<file path="src/rtl/sram_arb_pkg.sv">
// sram_arb_pkg: client ids, arbiter FSM states and default widths shared by the sram_arbiter files
package sram_arb_pkg;
  localparam int AW_DEF = 20;
  localparam int DW_DEF = 16;
  localparam int RD_LAT_DEF = 2;
  localparam int STARVE_DEF = 8;
  typedef enum logic [1:0] {CL_RD0, CL_RD1, CL_WR, CL_NONE} client_e;
  typedef enum logic [1:0] {IDLE, RD, WR, DRAIN} state_e;
endpackage

</file>
<file path="src/rtl/sram_rd_tag_pipe.sv">
// sram_rd_tag_pipe: RD_LAT-deep {valid, client} shift register of in-flight reads (in: push/push_id; out: empty, out_valid/out_id = oldest stage)
module sram_rd_tag_pipe
  import sram_arb_pkg::*;
#(
  parameter int RD_LAT = RD_LAT_DEF
) (
  input  logic       clock,
  input  logic       reset_n,
  input  logic       push,
  input  logic [1:0] push_id,
  output logic       empty,
  output logic       out_valid,
  output logic [1:0] out_id
);
  logic [RD_LAT-1:0]      vld;
  logic [RD_LAT-1:0][1:0] id;
  always_ff @(posedge clock or negedge reset_n)
    if (!reset_n) begin
      vld <= '0;
      id <= '0;
    end else begin
      vld[0] <= push;
      id[0] <= push_id;
      for (int i = 1; i < RD_LAT; i++) begin
        vld[i] <= vld[i-1];
        id[i] <= id[i-1];
      end
    end
  always_comb begin
    empty = ~|vld;
    out_valid = vld[RD_LAT-1];
    out_id = id[RD_LAT-1];
  end
endmodule

</file>
<file path="src/rtl/sram_arbiter.sv">
// sram_arbiter: rd0/rd1/wr -> one SRAM command per cycle (in: client req/addr/data, mem_data_out; out: comb gnts, rd*_valid/data, mem_r_request/out_addr, mem_we/in_addr/data_in)
module sram_arbiter
  import sram_arb_pkg::*;
#(
  parameter int AW     = AW_DEF,
  parameter int DW     = DW_DEF,
  parameter int RD_LAT = RD_LAT_DEF,
  parameter int STARVE = STARVE_DEF
) (
  input  logic          clock,
  input  logic          reset_n,
  input  logic          rd0_req,
  input  logic [AW-1:0] rd0_addr,
  output logic          rd0_gnt,
  output logic          rd0_valid,
  output logic [DW-1:0] rd0_data,
  input  logic          rd1_req,
  input  logic [AW-1:0] rd1_addr,
  output logic          rd1_gnt,
  output logic          rd1_valid,
  output logic [DW-1:0] rd1_data,
  input  logic          wr_req,
  input  logic [AW-1:0] wr_addr,
  input  logic [DW-1:0] wr_data,
  output logic          wr_gnt,
  output logic          mem_r_request,
  output logic [AW-1:0] mem_out_addr,
  output logic          mem_we,
  output logic [AW-1:0] mem_in_addr,
  output logic [DW-1:0] mem_data_in,
  input  logic [DW-1:0] mem_data_out
);
  localparam int AGW = $clog2(STARVE + 1);
  localparam logic [AGW-1:0] STV = AGW'(STARVE);
  state_e         state, state_nx;
  client_e        sel, rr;
  logic           ptr_wr, a1, aw, drain, empty, tag_v, ret_v;
  logic [1:0]     tag_id, ret_id;
  logic [AGW-1:0] age1, age_wr;
  logic [DW-1:0]  hold0, hold1;
  sram_rd_tag_pipe #(.RD_LAT(RD_LAT)) u_tag_pipe (
    .clock     (clock),
    .reset_n   (reset_n),
    .push      (rd0_gnt || rd1_gnt),
    .push_id   (rd0_gnt ? CL_RD0 : CL_RD1),
    .empty     (empty),
    .out_valid (tag_v),
    .out_id    (tag_id)
  );
  always_comb begin
    a1 = age1 == STV;
    aw = age_wr == STV;
    rr = rd1_req && wr_req ? (ptr_wr ? CL_WR : CL_RD1) : rd1_req ? CL_RD1 : wr_req ? CL_WR : CL_NONE;
    sel = a1 ^ aw ? (a1 ? CL_RD1 : CL_WR) : !a1 && rd0_req ? CL_RD0 : rr;
    drain = state == DRAIN;
    rd0_gnt = reset_n && !drain && sel == CL_RD0;
    rd1_gnt = reset_n && !drain && sel == CL_RD1;
    wr_gnt = reset_n && empty && (drain ? wr_req : sel == CL_WR);
    state_nx = rd0_gnt || rd1_gnt ? RD : wr_gnt ? WR : (drain ? !empty : sel == CL_WR) ? DRAIN : IDLE;
    mem_r_request = state == RD;
    mem_we = state == WR;
    rd0_valid = ret_v && ret_id == CL_RD0;
    rd1_valid = ret_v && ret_id == CL_RD1;
    rd0_data = rd0_valid ? mem_data_out : hold0;
    rd1_data = rd1_valid ? mem_data_out : hold1;
  end
  always_ff @(posedge clock or negedge reset_n)
    if (!reset_n) begin
      state <= IDLE;
      ptr_wr <= 1'b0;
      age1 <= '0;
      age_wr <= '0;
      ret_v <= 1'b0;
      ret_id <= '0;
      hold0 <= '0;
      hold1 <= '0;
      mem_out_addr <= '0;
      mem_in_addr <= '0;
      mem_data_in <= '0;
    end else begin
      state <= state_nx;
      ptr_wr <= rd1_gnt ? 1'b1 : wr_gnt ? 1'b0 : ptr_wr;
      age1 <= !rd1_req || rd1_gnt ? '0 : a1 ? age1 : age1 + 1'b1;
      age_wr <= !wr_req || wr_gnt ? '0 : aw ? age_wr : age_wr + 1'b1;
      ret_v <= tag_v;
      ret_id <= tag_id;
      if (rd0_valid) hold0 <= mem_data_out;
      if (rd1_valid) hold1 <= mem_data_out;
      if (rd0_gnt) mem_out_addr <= rd0_addr;
      else if (rd1_gnt) mem_out_addr <= rd1_addr;
      if (wr_gnt) begin
        mem_in_addr <= wr_addr;
        mem_data_in <= wr_data;
      end
    end
endmodule

</file>
<file path="config.mk">
export PLATFORM = sky130hd
export DESIGN_NAME = sram_arbiter
export DESIGN_NICKNAME = d
export VERILOG_FILES = /design/src/rtl/sram_arb_pkg.sv /design/src/rtl/sram_rd_tag_pipe.sv /design/src/rtl/sram_arbiter.sv
export SDC_FILE = /design/constraint.sdc
export NUM_CORES = 1
export LEC_CHECK = 0
export CORE_MARGIN = 2
export CORE_UTILIZATION = 24
export CTS_CLUSTER_SIZE = 40
export DETAILED_ROUTE_END_ITERATION = 12
export PLACE_DENSITY = 0.5
export SLEW_MARGIN = 20
export SYNTH_ARGS = -nofsm -noshare
export SYNTH_HDL_FRONTEND = slang
export SYNTH_SLANG_ARGS = --single-unit
</file>
<file path="constraint.sdc">
create_clock -name clock -period 3 [get_ports clock]
set_input_delay 0.6 -clock clock [delete_from_list [all_inputs] [get_ports clock]]
set_output_delay 0.6 -clock clock [all_outputs]
set_load 0.02 [all_outputs]
</file>
==> impl_metrics.json, run 1 <==
{
  "status": "complete, no violations",
  "placed_area_mm2": 0.00706,
  "combinationalPowerShare_pct": 42.2,
  "wl_per_cell_um": 16.7,
  "crit_buf_inv": 2,
  "cts_buffer_depth": 2,
  "dp_cells": 873,
  "tritoncts": "built",
  "die_h_um": 146,
  "grt_pass1_wl_um": 24400,
  "dieArea_mm2": 0.0214,
  "regArea_mm2": 0.00263,
  "grt_overflow_total": 0,
  "die_w_um": 146,
  "drc_errors": 0,
  "postCtsSetupRepairBufs": 0,
  "grt_max_degree": 56,
  "p_per_area_mw_per_mm2": 741,
  "synthCells": 435,
  "hpwlAfterDp_um": 10000,
  "antenna_cells": 0,
  "areaGrowthSynthToFinish_pct": 51.1,
  "crit_path_end": "rd1_data[10]",
  "vdd_drop_max_mv": 0.279,
  "detailedPlace.worstSlack_ns": -0.0301,
  "r2r-end": "age_wr[0]",
  "slowest_delay_ns": 0.55,
  "ys.warnings.count": 0,
  "cpMaxStageDelayCell": "clkdlybuf4s50_1",
  "hold_buffers": 0,
  "power_leakage_nw": 3.01,
  "fin_tns_setup_ns": 0,
  "critical_path.max_fanout": 10,
  "vias_per_cell": 4.72,
  "cts.htree.levels": 3,
  "pin_count": 192,
  "required_ns": 2.40,
  "p_int_mw": 3.54,
  "power.switching_mw": 1.89,
  "dr.pass1.iters": 4,
  "crit_path_cell_trace": "nand2_1 > buf_4 > mux2_2 > clkdlybuf4s50_1",
  "rrSetupSlack_ns": 0.87,
  "worst_slew_pin_slew_ns": 0.714,
  "multiInputGateArea_mm2": 0.00201,
  "clkTransAtPathRegs_ns": 0.07,
  "cts_root_buffer": "clkbuf_16",
  "num_rows": 52,
  "r2r_cells": 7,
  "fin_area_mm2": 0.00734,
  "cp_num_cells": 4,
  "syn-cell-area_mm2": 0.00486,
  "cts_sinks": 105,
  "cts_resized": 3,
  "synthDistinctLibCells": 33,
  "fillers": 2034,
  "io_buffers": 191,
  "worstSetupStartpoint": "ret_id[0]",
  "rsz0062_at_grt": "false",
  "coreArea_mm2": 0.0200,
  "drt-total-wl_um": 14800,
  "vias": 4196,
  "fin_nets": 715,
  "power.share.clock_pct": 20.8,
  "ys_seq_area_share_pct": 54.1,
  "total_power_mw": 5.44,
  "cp_top_family": "buffers and inverters",
  "r2r-start": "age_wr[0]",
  "synth_fp_nets": 536,
  "seqPwrFrac_pct": 37.0,
  "postSynthAreaPerCell_um2": 11.2,
  "hp-class": "flop to flop",
  "slew_violations": 0,
  "post-route-util_pct": 36.6,
  "cts-buffers-inserted": 9,
  "place_congestion": 0.771,
  "ys_ff_latch": 105,
  "fin_skew_ns": 0.0101,
  "stdcell_count": 889,
  "period_minus_slack_ns": 2.80,
  "track_usage_pct": 14.2,
  "swShare_pct": 34.8,
  "postLayoutSetupSlackWorst_ns": 0.197,
  "first_iter_violations": 231,
  "slew-limit-headroom_pct": 52.4,
  "end_kind": "output port",
  "grt_pass1_vias": 4518,
  "start_util_pct": 24.2,
  "worstPathArrival_ns": 2.20,
  "fin_crit_sh_pct": 93.4,
  "clock.fmax_mhz": 357,
  "start_kind": "flop",
  "antenna_found_initial": 0,
  "drtAntennaViolNets": 0,
  "whs_ns": 0.353,
  "cap_viol_max_count": 0,
  "setup_violations": 0,
  "drive_gt1_share_pct": 12.4,
  "clk_latency_ns": 0.35,
  "hold_viol": 0,
  "crit_type": "flop to output port"
}
-- worst min path at each step --
| stage | startpoint | slack, ns | endpoint | depth (start not counted) |
|---|---|---|---|---|
| 6_report | u_tag_pipe.out_id[0] | 0.35 | ret_id[0] | 0 |
| 5_1_grt | u_tag_pipe.out_id[0] | 0.37 | ret_id[0] | 0 |
| 4_1_cts | u_tag_pipe.out_id[0] | 0.35 | ret_id[0] | 0 |
| 3_5_place_dp | u_tag_pipe.out_id[0] | 0.34 | ret_id[0] | 0 |
| 3_3_place_gp | u_tag_pipe.out_id[0] | 0.34 | ret_id[0] | 0 |
| 2_1_floorplan | reset_n | 0.30 | age1[0] | 0 |
-- registers in the layout, indices dropped and copies added, names as in the netlist --
signal	flops
mem_out_addr	20
mem_data_in	16
hold0	16
age_wr	4
u_tag_pipe.vld	2
ret_v	1
state	2
age1	4
u_tag_pipe.out_id	1
hold1	16
mem_in_addr	20
ret_id	1
u_tag_pipe.id	1
ptr_wr	1
-- cells in the mapped netlist --
master     number  share of area (%)
o2111ai_1      36                6.5
o211ai_1       38                5.9
a21bo_2         2               0.41
dfrtp_1       105                 54
xor2_1          1               0.18
nand2b_1        1               0.13
a21oi_2         1               0.18
o21ai_0         2               0.21
mux2_2         34                7.9
nand3b_1        1               0.15
nor2b_1         3               0.39
nor3b_1         1               0.15
buf_4           3               0.46
and2_1         21                2.7
o21ba_1         1               0.21
xnor2_1         3               0.54
o211a_1         2               0.41
and3b_1         2               0.36
a31oi_1         1               0.13
clkbuf_1       16                1.2
a221o_1        20                4.1
nor2_1          7               0.54
nand2_1        81                6.3
buf_2          18                1.9
ha_1            4                1.0
a211o_1         1               0.18
nor3_1          2               0.21
a21oi_1         9               0.93
nor4_4          1               0.44
a2111oi_0       1               0.18
nand3_1         5               0.52
inv_1           8               0.62
buf_6           4               0.93
-- final cells by class --
type	instances	area share (%)
tap	270	4.60
multi-input combinational	281	27.3
sequential	105	35.8
clock buffer	11	3.31
timing repair buffer	209	28.0
inverter	8	0.409
clock inverter	5	0.545
-- cells by family after synthesis --
group	share of synthesized area (%)
DFF	54.1
xor gates and xnor gates	0.721
muxes	7.88
buffers and inverters	5.10
AOI/OAI and AO/OA	19.3
and+or+nand+nor	11.8
adders and majority gates	1.03
-- cells in the final DEF, fill, tap and decap left out, types with 2 or more instances in the layout --
master and instances:
clkdlybuf4s50_1 187, dfrtp_1 105, nand2_1 81, o211ai_1 38
o2111ai_1 36, mux2_2 34, and2_1 21, a221o_1 20
buf_4 18, a21oi_1 9, clkbuf_16 9, inv_1 8
nor2_1 7, nand3_1 5, ha_1 4, xnor2_1 3
clkinv_4 3, and3b_2 2, o211a_1 2, a21bo_2 2
nor3_1 2, nor2b_1 2, dlygate4sd2_1 2
-- layer usage --
layer | share of wire [%] | wire, um | GRT usage (%) | vias up
li1 | - | - | - | 1958
met1 | 43 | 6310 | 17.4 | 2087
met2 | 50 | 7340 | 24.2 | 126
met3 | 4.8 | 712 | 2.88 | 25
met4 | 3.1 | 453 | 6.26 | 0
met5 | 0 | 0 | 0 | -
-- worst reg2reg max path, cell delays in order (launching register included) --
cell	delay (ns)
dfrtp_1	0.42
inv_1	0.07
ha_1	0.21
and3b_2	0.31
a31oi_4	0.17
buf_4	0.43
o211ai_1	0.24
a21oi_1	0.20
-- power groups by stage --
stage / registers [mW] / logic (mW) / clock network (mW)
finish: 2.01 / 2.29 / 1.13
CTS: 2.01 / 2.33 / 1.19
global route: 2.06 / 2.46 / 1.25
detailed placement: 2.04 / 2.33 / 0
global placement: 2.02 / 2.30 / 0
floorplan: 2.25 / 0.970 / 0
Note: power is estimated with default switching activity, not from simulation.
==> inputs of run 2 (changes only) <==
--- a/config.mk
+++ b/config.mk
@@ -5,11 +5,12 @@
 export SDC_FILE = /design/constraint.sdc
 export NUM_CORES = 1
 export LEC_CHECK = 0
-export CORE_MARGIN = 2
 export CORE_UTILIZATION = 24
 export CTS_CLUSTER_SIZE = 40
 export DETAILED_ROUTE_END_ITERATION = 12
+export HOLD_SLACK_MARGIN = 0.15
 export PLACE_DENSITY = 0.5
+export SKIP_CTS_REPAIR_TIMING = 1
 export SLEW_MARGIN = 20
 export SYNTH_ARGS = -nofsm -noshare
 export SYNTH_HDL_FRONTEND = slang
==> impl_metrics.json, run 2 (synthesis results as in run 1) <==
{
  "status": "complete, no violations",
  "start_util_pct": 24.7,
  "period_minus_slack_ns": 2.68,
  "die_w_um": 144,
  "cts_sinks": 105,
  "grt_max_degree": 62,
  "antenna_cells": 0,
  "vias_per_cell": 4.72,
  "power_leakage_nw": 3.05,
  "detailedPlace.worstSlack_ns": -0.0733,
  "fillers": 1939,
  "start_kind": "primary input",
  "cap_viol_max_count": 0,
  "drt-total-wl_um": 14700,
  "drtAntennaViolNets": 0,
  "place_congestion": 0.741,
  "seqPwrFrac_pct": 35.8,
  "first_iter_violations": 167,
  "dr.pass1.iters": 4,
  "coreArea_mm2": 0.0197,
  "drc_errors": 0,
  "combinationalPowerShare_pct": 41.0,
  "p_per_area_mw_per_mm2": 761,
  "swShare_pct": 33.6,
  "worstPathArrival_ns": 2.08,
  "largestRegisters": "mem_in_addr: 20 flops, mem_out_addr: 20 flops",
  "r2r-end": "mem_in_addr[2]",
  "stdcell_count": 883,
  "num_rows": 51,
  "r2r-start": "age_wr[0]",
  "clkTransAtPathRegs_ns": 0.07,
  "setup_violations": 0,
  "fin_area_mm2": 0.00738,
  "cpMaxStageDelayCell": "clkdlybuf4s50_1",
  "pin_count": 192,
  "crit_path_cell_trace": "clkdlybuf4s50_1 > a21bo_2 > nor3_1 > o21ba_1 > dlymetal6s2s_1",
  "grt_overflow_total": 0,
  "clock.fmax_mhz": 373,
  "track_usage_pct": 14.4,
  "cts.htree.levels": 3,
  "tritoncts": "built",
  "hpwlAfterDp_um": 9900,
  "drive_gt1_share_pct": 12.5,
  "post-route-util_pct": 37.6,
  "fin_tns_setup_ns": 0,
  "cts_buffer_depth": 2,
  "power.switching_mw": 1.89,
  "cts-buffers-inserted": 9,
  "r2r_cells": 7,
  "antenna_found_initial": 1,
  "areaGrowthSynthToFinish_pct": 52.0,
  "vias": 4171,
  "worst_slew_pin_slew_ns": 0.770,
  "rrSetupSlack_ns": 0.94,
  "min_from": "u_tag_pipe.out_id[0]",
  "postLayoutSetupSlackWorst_ns": 0.320,
  "final_common_cell": "clkdlybuf4s50_1",
  "p_int_mw": 3.73,
  "whs_ns": 0.357,
  "min_path_cells": 0,
  "dieArea_mm2": 0.0208,
  "fin_skew_ns": 0.0101,
  "placed_area_mm2": 0.00704,
  "grt_pass1_vias": 4370,
  "slew_violations": 0,
  "io_buffers": 191,
  "cts_root_buffer": "clkbuf_16",
  "rsz0062_at_grt": "false",
  "hp-class": "flop to flop",
  "power.share.clock_pct": 23.2,
  "slew-limit-headroom_pct": 48.7,
  "fin_nets": 714,
  "clk_latency_ns": 0.35,
  "slowest_delay_ns": 0.58,
  "grt_pass1_wl_um": 23300,
  "vdd_drop_max_mv": 0.220,
  "hold_viol": 0,
  "dp_cells": 867,
  "holdPathEnd": "ret_id[0]",
  "final_cell_mix": "clkdlybuf4s50_1 (187), dfrtp_1 (105), nand2_1 (81)",
  "critical_path.max_fanout": 6,
  "end_kind": "output port",
  "fin_crit_sh_pct": 89.3,
  "wl_per_cell_um": 16.6,
  "required_ns": 2.40,
  "die_h_um": 144,
  "total_power_mw": 5.62,
  "crit_type": "primary input to output port"
}
==> run 2: changes by cell type in the layout (fill, tap and decap cells not counted), sizes merged, moves of 2 or more <==
cell,previous run,this run
bufinv,0,2
clkinv,4,2
dlygate4sd2,2,0
dlymetal6s2s,1,3
==> run 2: worst max path at each step <==
stage | from | cells past startpoint | end | slack (ns)
finish | rd1_req | 5 | rd1_gnt | 0.32
global placement | rd1_req | 5 | rd1_gnt | -0.03
global route | ret_id[0] | 4 | rd0_data[13] | 0.24
floorplan | age_wr[0] | 8 | wr_gnt | 0.75
detailed placement | rd1_req | 5 | rd1_gnt | -0.07
CTS | age_wr[0] | 7 | wr_gnt | -0.1
==> run 2: layout make-up <==
class | instances | area (um^2) | share of cell area (%)
Clock buffer | 11 | 253 | 3.42
Clock inverter | 5 | 77.6 | 1.05
Inverter | 8 | 30.0 | 0.407
Multi-Input combinational cell | 281 | 2010 | 27.2
Sequential cell | 105 | 2630 | 35.6
Tap cell | 265 | 332 | 4.49
Timing Repair Buffer | 208 | 2060 | 27.9
==> run 2: worst max-delay path: cells and delay by family <==
family	cells	cell delay [ns]
AO/OA/AOI/OAI	2	0.46
buffers and inverters	2	0.84
AND/OR/NAND/NOR	1	0.17
==> run 2: routing by layer <==
layer	up-vias	track usage, %	share of wire (%)
li1	1946	-	-
met1	2077	18.0	43
met2	127	24.5	50
met3	19	3.21	5.6
met4	2	5.04	1.6
met5	-	0	0.082
==> run 2: power groups by stage <==
stage               clock (mW)  combinational, mW  sequential (mW)
floorplan                    0              0.970             2.25
global placement             0               2.30             2.02
detailed placement           0               2.33             2.04
CTS                       1.37               2.34             2.01
global route              1.41               2.48             2.07
finish                    1.30               2.30             2.01
==> inputs of run 3 (changes only) <==
--- a/config.mk
+++ b/config.mk
@@ -5,13 +5,14 @@
 export SDC_FILE = /design/constraint.sdc
 export NUM_CORES = 1
 export LEC_CHECK = 0
+export ABC_AREA = 0
 export CORE_UTILIZATION = 24
 export CTS_CLUSTER_SIZE = 40
 export DETAILED_ROUTE_END_ITERATION = 12
 export HOLD_SLACK_MARGIN = 0.15
 export PLACE_DENSITY = 0.5
-export SKIP_CTS_REPAIR_TIMING = 1
 export SLEW_MARGIN = 20
 export SYNTH_ARGS = -nofsm -noshare
 export SYNTH_HDL_FRONTEND = slang
 export SYNTH_SLANG_ARGS = --single-unit
+export TNS_END_PERCENT = 1
==> impl_metrics.json, run 3 (synthesis results as in run 1) <==
{
  "coreArea_mm2": 0.0197,
  "drive_gt1_share_pct": 12.5,
  "hpwlAfterDp_um": 9900,
  "grt_pass1_vias": 4374,
  "hold_viol": 0,
  "fillers": 1940,
  "postCtsSetupRepairBufs": 0,
  "clk_latency_ns": 0.35,
  "worstPathArrival_ns": 2.18,
  "die_w_um": 144,
  "p_per_area_mw_per_mm2": 761,
  "total_power_mw": 5.61,
  "vias": 4176,
  "first_iter_violations": 168,
  "clkTransAtPathRegs_ns": 0.07,
  "vias_per_cell": 4.73,
  "grt_pass1_wl_um": 23300,
  "num_rows": 51,
  "final_cell_mix": "clkdlybuf4s50_1 (187), dfrtp_1 (105), nand2_1 (81)",
  "required_ns": 2.40,
  "grt_max_degree": 62,
  "grt_overflow_total": 0,
  "start_util_pct": 24.7,
  "rsz0062_at_grt": "false",
  "cts_root_buffer": "clkbuf_16",
  "period_minus_slack_ns": 2.78,
  "drc_errors": 0,
  "hp-class": "flop to flop",
  "final_common_cell": "clkdlybuf4s50_1",
  "drt-total-wl_um": 14700,
  "end_kind": "output port",
  "place_congestion": 0.741,
  "antenna_cells": 0,
  "wl_per_cell_um": 16.6,
  "power_leakage_nw": 3.03,
  "die_h_um": 144,
  "fin_crit_sh_pct": 92.7,
  "slew_violations": 0,
  "dieArea_mm2": 0.0208,
  "cts_buffer_depth": 2,
  "antenna_found_initial": 1,
  "worst_slew_pin_slew_ns": 0.770,
  "io_buffers": 191,
  "fin_nets": 714,
  "slew-limit-headroom_pct": 48.7,
  "largestRegisters": "mem_in_addr: 20 flops, mem_out_addr: 20 flops",
  "r2r-start": "age_wr[0]",
  "r2r_cells": 7,
  "cts_sinks": 105,
  "rrSetupSlack_ns": 0.94,
  "critical_path.max_fanout": 6,
  "status": "complete, no violations",
  "cap_viol_max_count": 0,
  "worstSetupStartpoint": "rd1_req",
  "cts.htree.levels": 3,
  "dr.pass1.iters": 4,
  "start_kind": "primary input",
  "crit_type": "primary input to output port",
  "pin_count": 192,
  "r2r-end": "mem_in_addr[2]",
  "crit_path_end": "rd1_gnt",
  "hold_buffers": 0,
  "track_usage_pct": 14.4,
  "clock.fmax_mhz": 359,
  "areaGrowthSynthToFinish_pct": 51.8,
  "vdd_drop_max_mv": 0.221,
  "cts-buffers-inserted": 9,
  "drtAntennaViolNets": 0,
  "setup_violations": 0,
  "fin_skew_ns": 0.0101,
  "tritoncts": "built",
  "whs_ns": 0.357
}
run 3: per-layer routing:
layer,vias up,share of wire [%],global-route usage [%],routed length (um)
li1,1946,-,-,-
met2,129,50,24.5,7320
met1,2080,43,18.0,6260
met3,19,5.7,3.21,834
met4,2,1.6,5.04,236
met5,-,0.082,0,12
run 3: how the worst min path moves through the flow:
stage	slack [ns]	from	depth (start not counted)	endpoint
3_3_place_gp	0.34	u_tag_pipe.id[0]	0	u_tag_pipe.out_id[0]
5_1_grt	0.37	u_tag_pipe.out_id[0]	0	ret_id[0]
2_1_floorplan	0.30	reset_n	0	age1[0]
4_1_cts	0.36	u_tag_pipe.id[0]	0	u_tag_pipe.out_id[0]
3_5_place_dp	0.35	u_tag_pipe.id[0]	0	u_tag_pipe.out_id[0]
6_report	0.36	u_tag_pipe.out_id[0]	0	ret_id[0]
run 3: what timing repair did:
action,4_1_cts,5_1_grt
setup endpoints to repair,2,1
endpoints found under the hold margin,0,0
gates resized for setup,3,1
gates cloned,0,0
run 3: final cells by class:
type	count	area (um^2)	share of cell area (%)
sequential	105	2630	35.6
timing repair buffer	208	2050	27.8
multi-input combinational	281	2010	27.2
tap	265	332	4.50
clock buffer	11	253	3.43
clock inverter	5	77.6	1.05
inverter	8	30.0	0.407
run 3: worst max-delay path, stage by stage:
cell and delay, ns:
clkdlybuf4s50_1 0.58, a21bo_2 0.28, nor3_1 0.17, o21ba_1 0.18
dlygate4sd2_1 0.37
run 3: per-stage QoR:
stage,instance area [um^2],worst slack (ns),util (%),TNS [ns],cells
finish,7370,0.218,37.5,0,883
global route,7370,0.155,37.5,0,883
CTS,7370,0.0418,37.5,0,883
detailed placement,7040,-0.0733,35.8,-0.0797,867
global placement,7040,-0.0277,35.8,-0.0277,867
floorplan,4860,0.750,-,0,435
run 3: power by group:
part | switching [mW] | internal (mW)
registers | 0.209 | 1.80
logic | 1.15 | 1.15
clock network | 0.527 | 0.775
